$ cat src/rtl/accum_adder.sv
// accum_adder: multi-channel frame accumulator.
// Each channel sums unsigned beats until a beat marked last arrives. That
// beat's total, and whether any partial sum overflowed, are loaded into a
// single output register held under a valid/ready handshake.
module accum_adder #(
  parameter int WIDTH     = 8,
  parameter int ACC_WIDTH = 16,
  parameter int NUM_CH    = 4,
  parameter int SATURATE  = 0,
  localparam int CH_W     = (NUM_CH > 1) ? $clog2(NUM_CH) : 1
) (
  input  logic                 clk,
  input  logic                 rst_n,
  input  logic                 clear,
  input  logic                 din_valid,
  output logic                 din_ready,
  input  logic [CH_W-1:0]      din_ch,
  input  logic [WIDTH-1:0]     din,
  input  logic                 din_last,
  output logic                 dout_valid,
  input  logic                 dout_ready,
  output logic [CH_W-1:0]      dout_ch,
  output logic [ACC_WIDTH-1:0] dout,
  output logic                 dout_ovf
);

  // The accumulator table is sized to the full index range so that any
  // din_ch value reads a defined entry; entries at or above NUM_CH are
  // never written and stay zero.
  localparam int ACC_N = 1 << CH_W;

  logic [ACC_WIDTH-1:0] acc [ACC_N];
  logic [ACC_N-1:0]     ovf;

  logic [CH_W-1:0]      ch_idx;
  logic                 ch_ok;
  logic [ACC_WIDTH:0]   sum;
  logic                 sum_ovf;
  logic [ACC_WIDTH-1:0] result;
  logic                 accept;
  logic                 accept_last;

  // Overflow handling: wrap keeps the low bits, saturate clamps to all-ones.
  function automatic logic [ACC_WIDTH-1:0] clamp(input logic [ACC_WIDTH:0] s);
    if ((SATURATE != 0) && s[ACC_WIDTH])
      clamp = '1;
    else
      clamp = s[ACC_WIDTH-1:0];
  endfunction

  // A single channel ignores din_ch; otherwise out-of-range indices are
  // accepted on the handshake but change no state.
  generate
    if (NUM_CH == 1) begin : g_single
      assign ch_idx = '0;
      assign ch_ok  = 1'b1;
    end else begin : g_multi
      assign ch_idx = din_ch;
      assign ch_ok  = ({1'b0, din_ch} < (CH_W + 1)'(NUM_CH));
    end
  endgenerate

  // Input side: a beat may enter whenever clear is low and the output
  // register is free or being drained this cycle.
  assign din_ready   = ~clear & (~dout_valid | dout_ready);
  assign accept      = din_valid & din_ready & ch_ok;
  assign accept_last = accept & din_last;

  assign sum     = {1'b0, acc[ch_idx]} + (ACC_WIDTH + 1)'(din);
  assign sum_ovf = sum[ACC_WIDTH];
  assign result  = clamp(sum);

  // Per-channel running sums and sticky overflow flags.
  always_ff @(posedge clk or negedge rst_n) begin
    if (!rst_n) begin
      for (int i = 0; i < ACC_N; i++) acc[i] <= '0;
      ovf <= '0;
    end else if (clear) begin
      for (int i = 0; i < ACC_N; i++) acc[i] <= '0;
      ovf <= '0;
    end else if (accept) begin
      if (din_last) begin
        acc[ch_idx] <= '0;
        ovf[ch_idx] <= 1'b0;
      end else begin
        acc[ch_idx] <= result;
        ovf[ch_idx] <= ovf[ch_idx] | sum_ovf;
      end
    end
  end

  // Output register: loads a finished frame, holds it until taken downstream.
  always_ff @(posedge clk or negedge rst_n) begin
    if (!rst_n) begin
      dout_valid <= 1'b0;
      dout       <= '0;
      dout_ch    <= '0;
      dout_ovf   <= 1'b0;
    end else if (accept_last) begin
      dout_valid <= 1'b1;
      dout       <= result;
      dout_ch    <= ch_idx;
      dout_ovf   <= ovf[ch_idx] | sum_ovf;
    end else if (dout_ready) begin
      dout_valid <= 1'b0;
    end
  end

endmodule

$ cat config.mk
export PLATFORM = sky130hd
export DESIGN_NAME = accum_adder
export DESIGN_NICKNAME = d
export VERILOG_FILES = /design/src/rtl/accum_adder.sv
export SDC_FILE = /design/constraint.sdc
export NUM_CORES = 1
export LEC_CHECK = 0
export ABC_CLOCK_PERIOD_IN_PS = 8000
export CELL_PAD_IN_SITES_DETAIL_PLACEMENT = 2
export CELL_PAD_IN_SITES_GLOBAL_PLACEMENT = 2
export CORE_ASPECT_RATIO = 0.8
export CORE_UTILIZATION = 41
export DETAILED_ROUTE_END_ITERATION = 16
export PLACE_DENSITY_LB_ADDON = 0.1
export SYNTH_ARGS = -nofsm -noshare
export SYNTH_HDL_FRONTEND = slang
export SYNTH_SLANG_ARGS = --single-unit
$ cat constraint.sdc
create_clock -name clk -period 8 [get_ports clk]
set_clock_uncertainty 0.1 [all_clocks]
set_input_delay 2 -clock clk [delete_from_list [all_inputs] [get_ports clk]]
set_output_delay 2 -clock clk [all_outputs]
set_load 0.01 [all_outputs]
==> impl_metrics.env, run 1 <==
export IMPL_intPower_uw=795
export IMPL_ys_warnings_count=0
export IMPL_cts_setup_buffers=0
export IMPL_period_needed_ns=6.10
export IMPL_path_clk_slew_ns=0.07
export IMPL_holdWs_ns=0.380
export IMPL_synth_seq_cells=88
export IMPL_path_cells="clkdlybuf4s50_1, buf_4, mux4_2, ha_1, and2_1, a221o_1, o2111ai_1, a21boi_0, xnor2_1, o21ai_0"
export IMPL_worst_slack_ns=1.90
export IMPL_p_leak_nw=2.23
export IMPL_path_max_fanout=13
export IMPL_register_area_um2=2200
export IMPL_die_area_um2=11600
export IMPL_combPwrFrac=0.126
export IMPL_die_w_um=120
export IMPL_max_cap_viol_count=0
export IMPL_p_total_mw=1.08
export IMPL_synth_edf_count=0
export IMPL_core_area_um2=10800
export IMPL_fmax_ghz=0.164
export IMPL_p_sw_frac=0.261
export IMPL_multi_input_comb_area_um2=2220
export IMPL_htreeDepth=3
export IMPL_finalHoldViolations=0
export IMPL_use_met3=0.0440
export IMPL_cp_arrival_ns=6.21
export IMPL_cts_buffers=9
export IMPL_drt_pass1_iter_count=4
export IMPL_fin_crit_sh=0.763
export IMPL_vias=3710
export IMPL_cp_start_kind="input pin"
export IMPL_synth_top_cell_by_area="dfrtp_1"
export IMPL_cp_top_family="buffers and inverters"
export IMPL_critPathMaxStageDelay_ns=0.98
export IMPL_dpl_hpwl_um=9720
export IMPL_ys_seq_area_frac=0.482
export IMPL_initial_core_util=0.421
export IMPL_syn_inst=446
export IMPL_syn_area_um2=4570
export IMPL_grt_overflow=0
export IMPL_fillers=1155
export IMPL_r2r_slack_ns=4.57
export IMPL_synth_area_leaders="dfrtp_1 (48%), mux4_2 (5.4%), nand3b_1 (4.8%), nor2_1 (4.6%), nand2_1 (4.1%)"
export IMPL_pin_count=37
export IMPL_drive_gt1_frac=0.105
export IMPL_fp_dieH_um=96.5
export IMPL_seqPwrFrac=0.439
export IMPL_grt_pass1_vias=4012
export IMPL_use_met1=0.376
export IMPL_ys_types=49
export IMPL_rsz0062_at_grt="no"
export IMPL_crit_path_top_delay_cell="clkdlybuf4s50_1"
export IMPL_synthDominantCellAreaShare=0.482
export IMPL_ant_nets=0
export IMPL_syn_nets=471
export IMPL_synthArstFlopShare=1.00
export IMPL_pre_cts_slack_ns=1.56
export IMPL_tns_ns=0
export IMPL_grt_busiest_layer="met2"
export IMPL_status="finished clean"
export IMPL_numClockSinks=88
export IMPL_rows=34
export IMPL_clock_path_buffers=2
export IMPL_vias_per_cell=5.97
export IMPL_utilization=0.494
export IMPL_place_congestion=0.789
export IMPL_clock_latency_ns=0.36
export IMPL_grt_use_met2=0.452
export IMPL_crit_type="in2reg"
export IMPL_crit_path_end_kind="register"
export IMPL_antenna_found_initial=0
export IMPL_postSynthAreaPerCell_um2=10.3
export IMPL_routed_wl_um=14700
export IMPL_worst_slew_pin_slew_ns=1.18
export IMPL_syn_to_final_growth_pct=17.2
export IMPL_io_buffers=36
export IMPL_grt_max_degree=64
export IMPL_diodes=0
export IMPL_p_clk_frac=0.435
export IMPL_grt_pass1_wl_um=23300
export IMPL_p_switching_uw=281
export IMPL_setup_viol=0
export IMPL_dominantRegCellSynth="dfrtp_1"
export IMPL_crit_buf_inv=2
export IMPL_cts_tree="yes"
export IMPL_min_path_type="reg2reg"
export IMPL_cts_resized=0
export IMPL_hold_buffers=0
export IMPL_drt_initial_drc_count=209
export IMPL_drc=0
export IMPL_relSlewSlack=0.210
export IMPL_drv_slew=0
export IMPL_irDropWorstVdd_mv=0.125
export IMPL_wl_per_cell_um=23.7
export IMPL_track_usage=0.276
export IMPL_nets=497
export IMPL_clockRootBuffer="clkbuf_16"
export IMPL_p_per_area_nw_per_um2=201
export IMPL_crit_required_ns=8.11
==> cell families (layout without fill, tap and decap cells) <==
family                   Yosys count  in the layout  share of synthesized area
buffers and inverters             34             65                     0.0326
AO/OA/AOI/OAI                    104            104                      0.144
AND/OR/NAND/NOR                  177            177                      0.192
multiplexers                      22             22                      0.101
adder cells (fa/ha/maj)            9              9                     0.0263
flip-flops                        88             88                      0.482
XOR/XNOR                          12             12                     0.0230
==> sequential cells by signal, indices dropped and copies added, names as in the netlist <==
name	count
acc	64
dout	16
dout_ch	2
dout_ovf	1
dout_valid	1
ovf	4
==> cell usage in the layout (no fill, tap or decap), types with 2 or more instances in the layout <==
master / synthesis / routed
nor3_2: 2 / 2
o211ai_1: 4 / 4
clkbuf_16: 0 / 9
a311oi_1: 4 / 4
a21oi_1: 32 / 32
nor3_1: 4 / 4
a221o_1: 2 / 2
buf_4: 0 / 9
a22oi_1: 8 / 8
nand3_1: 19 / 19
xnor2_1: 6 / 6
nand2_1: 50 / 50
mux4_1: 6 / 6
and2_1: 3 / 3
or3_1: 2 / 2
mux2_2: 4 / 4
o21ai_1: 4 / 4
dfrtp_1: 88 / 88
ha_1: 8 / 8
bufinv_16: 0 / 2
clkdlybuf4s50_1: 0 / 34
nand2b_1: 4 / 4
a21o_1: 2 / 2
clkinvlp_4: 0 / 2
inv_1: 4 / 4
o311ai_0: 4 / 4
a311oi_2: 4 / 4
a211oi_1: 2 / 2
xor2_1: 6 / 6
o31ai_1: 2 / 2
o21ai_0: 31 / 31
o21a_1: 2 / 2
mux4_2: 11 / 11
nor2_1: 56 / 56
nand3b_1: 29 / 29
==> path summary, 6_finish.rpt <==
path,from,depth (start not counted),end
worst min-delay path,dout[15]$_DFFE_PN0P_,2,dout[15]$_DFFE_PN0P_
min in group asynchronous,rst_n,1,dout[15]$_DFFE_PN0P_
worst max-delay path,din_ch[0],10,acc[41]$_DFFE_PN0P_
worst max register to register,acc[4]$_DFFE_PN0P_,8,acc[41]$_DFFE_PN0P_
max in group asynchronous,rst_n,2,acc[49]$_DFFE_PN0P_
worst min register to register,dout[15]$_DFFE_PN0P_,2,dout[15]$_DFFE_PN0P_
==> per-stage QoR <==
step	area [um^2]	instances
finish	5360	621
global route	5360	621
CTS	5360	621
detailed placement	5030	605
global placement	5030	605
floorplan	4570	446
==> power by group through the flow <==
stage	combinational, mW	sequential, mW	clock, mW
CTS	0.137	0.472	0.479
global route	0.147	0.474	0.489
detailed placement	0.136	0.481	0
global placement	0.131	0.479	0
finish	0.136	0.472	0.468
floorplan	0.0622	0.485	0
==> area by class of cell <==
cell class | count | share of cell area
clock inverters | 6 | 0.0173
clock buffers | 10 | 0.0427
inverters | 5 | 0.00350
multi-input cells | 324 | 0.415
flip-flops and latches | 88 | 0.411
repair buffers | 44 | 0.0771
well taps | 144 | 0.0336
==> routing by layer <==
metal  vias to the layer above  share of wire
li1                       1658              -
met1                      1964           0.46
met2                        74           0.49
met3                        14          0.044
met4                         0          0.015
met5                         -              0
==> worst register-to-register path, cell delays in order, from the launching register on <==
cell and delay, ns:
dfrtp_1 0.40, mux4_2 0.48, ha_1 0.35, and2_1 0.17
a221o_1 0.36, o2111ai_1 0.53, a21boi_0 0.22, xnor2_1 0.49
o21ai_0 0.20
==> synthesized netlist by cell type, drive strengths merged, types with 8 or more instances <==
| cell type | instances |
|---|---|
| a21oi | 32 |
| a22oi | 8 |
| a311oi | 8 |
| buf | 8 |
| clkbuf | 21 |
| dfrtp | 88 |
| ha | 8 |
| mux4 | 17 |
| nand2 | 50 |
| nand3 | 20 |
| nand3b | 29 |
| nor2 | 56 |
| o21ai | 35 |
(Power assumes the default switching activity.)
==> inputs of run 2 (changes only) <==
Settings changed: ABC_CLOCK_PERIOD_IN_PS 8000 to 5500, CORE_UTILIZATION 41 to 34.
Clock period 8 ns to 5.5 ns, I/O delays scaled along.
==> run 2 against run 1 <==
  * Sequential share of layout area down 0.61 points
  * Critical endpoint is now ovf[1]$_DFFE_PN0P_
  * Core utilization down 7.6 points
  * Largest cell class unchanged
  * Worst setup slack worse by 1.2 ns
  * Die area up 20%
  * Sequential power up 46%
==> impl_metrics.env, run 2 (synthesis gave the netlist of run 1 again) <==
export IMPL_status="finished clean"
export IMPL_hp_start="dout_ovf$_DFFE_PN0P_"
export IMPL_p_leak_nw=2.27
export IMPL_tns_ns=0
export IMPL_top_register="acc"
export IMPL_cts_resized=0
export IMPL_drive_gt1_frac=0.119
export IMPL_wl_per_cell_um=22.4
export IMPL_finalHoldViolations=0
export IMPL_place_congestion=0.818
export IMPL_critPathMaxStageDelay_ns=0.84
export IMPL_cp_arrival_ns=4.94
export IMPL_grt_max_degree=71
export IMPL_path_max_fanout=10
export IMPL_setup_viol=0
export IMPL_crit_path_end_kind="register"
export IMPL_grt_pass1_vias=4149
export IMPL_relSlewSlack=0.334
export IMPL_cts_buffers=9
export IMPL_hold_depth=2
export IMPL_crit_required_ns=5.66
export IMPL_drc=0
export IMPL_path_clk_slew_ns=0.06
export IMPL_grt_overflow=0
export IMPL_worst_slew_pin_slew_ns=0.997
export IMPL_numClockSinks=88
export IMPL_instances_no_fill=661
export IMPL_max_cap_viol_count=0
export IMPL_clock_latency_ns=0.36
export IMPL_routed_wl_um=14800
export IMPL_irDropWorstVdd_mv=0.146
export IMPL_drt_initial_drc_count=217
export IMPL_cp_start_kind="input pin"
export IMPL_p_per_area_nw_per_um2=278
export IMPL_reg2reg_depth=8
export IMPL_largest_reg_flops=64
export IMPL_fin_crit_sh=0.869
export IMPL_largest_registers="acc x64, dout x16, ovf x4"
export IMPL_antenna_found_initial=0
export IMPL_dpl_hpwl_um=10000
export IMPL_syn_to_final_growth_pct=18.9
export IMPL_vias=3615
export IMPL_fp_dieH_um=106
export IMPL_path_cells="clkdlybuf4s50_1, mux4_2, ha_1, a21o_1, a21oi_1, o31ai_1, and3b_1, nand3_4, a311oi_2"
export IMPL_crit_type="in2reg"
export IMPL_htreeDepth=3
export IMPL_die_w_um=132
export IMPL_nets=507
export IMPL_drt_pass1_iter_count=5
export IMPL_r2r_slack_ns=2.13
export IMPL_p_total_mw=1.51
export IMPL_track_usage=0.232
export IMPL_clockRootBuffer="clkbuf_16"
export IMPL_period_needed_ns=4.78
export IMPL_fmax_ghz=0.209
export IMPL_cp_top_family="compound AO/OA/AOI/OAI gates"
export IMPL_cts_tree="yes"
export IMPL_holdWs_ns=0.387
export IMPL_cts_setup_buffers=0
export IMPL_ant_nets=0
export IMPL_diodes=0
export IMPL_core_area_um2=13000
export IMPL_hold_buffers=0
export IMPL_hold_path_end="dout_ovf$_DFFE_PN0P_"
export IMPL_clock_path_buffers=2
export IMPL_min_path_type="reg2reg"
export IMPL_rsz0062_at_grt="no"
export IMPL_io_buffers=36
export IMPL_final_common_cell="dfrtp_1"
export IMPL_rows=37
export IMPL_initial_core_util=0.351
export IMPL_vias_per_cell=5.47
export IMPL_die_area_um2=13900
export IMPL_pin_count=37
export IMPL_utilization=0.418
export IMPL_crit_buf_inv=1
export IMPL_r2r_end="ovf[1]$_DFFE_PN0P_"
export IMPL_grt_pass1_wl_um=24200
export IMPL_final_cell_mix="dfrtp_1 (88), nor2_1 (56), nand2_1 (50), clkdlybuf4s50_1 (34), a21oi_1 (32)"
export IMPL_dp_cells=646
export IMPL_drv_slew=0
export IMPL_r2r_start="acc[50]$_DFFE_PN0P_"
export IMPL_crit_path_top_delay_cell="clkdlybuf4s50_1"
==> run 2: worst max path at each step <==
stage / to / start / slack [ns] / depth (start not counted)
after floorplan: acc[41]$_DFFE_PN0P_ / din_ch[0] / 1.21 / 10
after global placement: ovf[1]$_DFFE_PN0P_ / din_ch[0] / 0.45 / 10
after detailed placement: ovf[1]$_DFFE_PN0P_ / din_ch[1] / 0.30 / 9
after CTS: ovf[1]$_DFFE_PN0P_ / din_ch[1] / 0.65 / 9
after global routing: ovf[3]$_DFFE_PN0P_ / din_ch[1] / 0.46 / 9
final: ovf[1]$_DFFE_PN0P_ / din_ch[1] / 0.72 / 9
==> run 2: stage by stage <==
| stage | instance area, um^2 | setup slack, ns |
|---|---|---|
| after floorplan | 4570 | 1.21 |
| after global placement | 5150 | 0.450 |
| after detailed placement | 5150 | 0.304 |
| after CTS | 5440 | 0.654 |
| after global routing | 5440 | 0.457 |
| final | 5440 | 0.718 |
==> run 2: area by class of cell <==
| type | count | area [um^2] |
|---|---|---|
| flip-flops and latches | 88 | 2200 |
| well taps | 175 | 219 |
| fillers | 1374 | 7570 |
| clock inverters | 3 | 42.5 |
| clock buffers | 12 | 246 |
| inverters | 5 | 18.8 |
| multi-input cells | 324 | 2220 |
| repair buffers | 54 | 488 |
==> run 2: worst reg2reg max path, cell delays in order (launching register included) <==
cell and delay (ns):
dfrtp_1 0.40, mux4_2 0.46, ha_1 0.36, a21o_1 0.13
a21oi_1 0.10, o31ai_1 0.72, and3b_1 0.57, nand3_4 0.17
a311oi_2 0.28
==> run 2: per-layer routing <==
metal,vias to the layer above,part of all wire,global-route usage
met2,64,0.45,0.350
li1,1678,-,-
met1,1863,0.50,0.332
met5,-,0,0
met4,0,0.011,0.0689
met3,10,0.038,0.0529
==> run 2: report_power, final <==
| part | switching, mW | internal, mW | total (mW) |
|---|---|---|---|
| logic | 0.116 | 0.0855 | 0.202 |
| registers | 0.0150 | 0.673 | 0.688 |
| clock network | 0.260 | 0.362 | 0.622 |
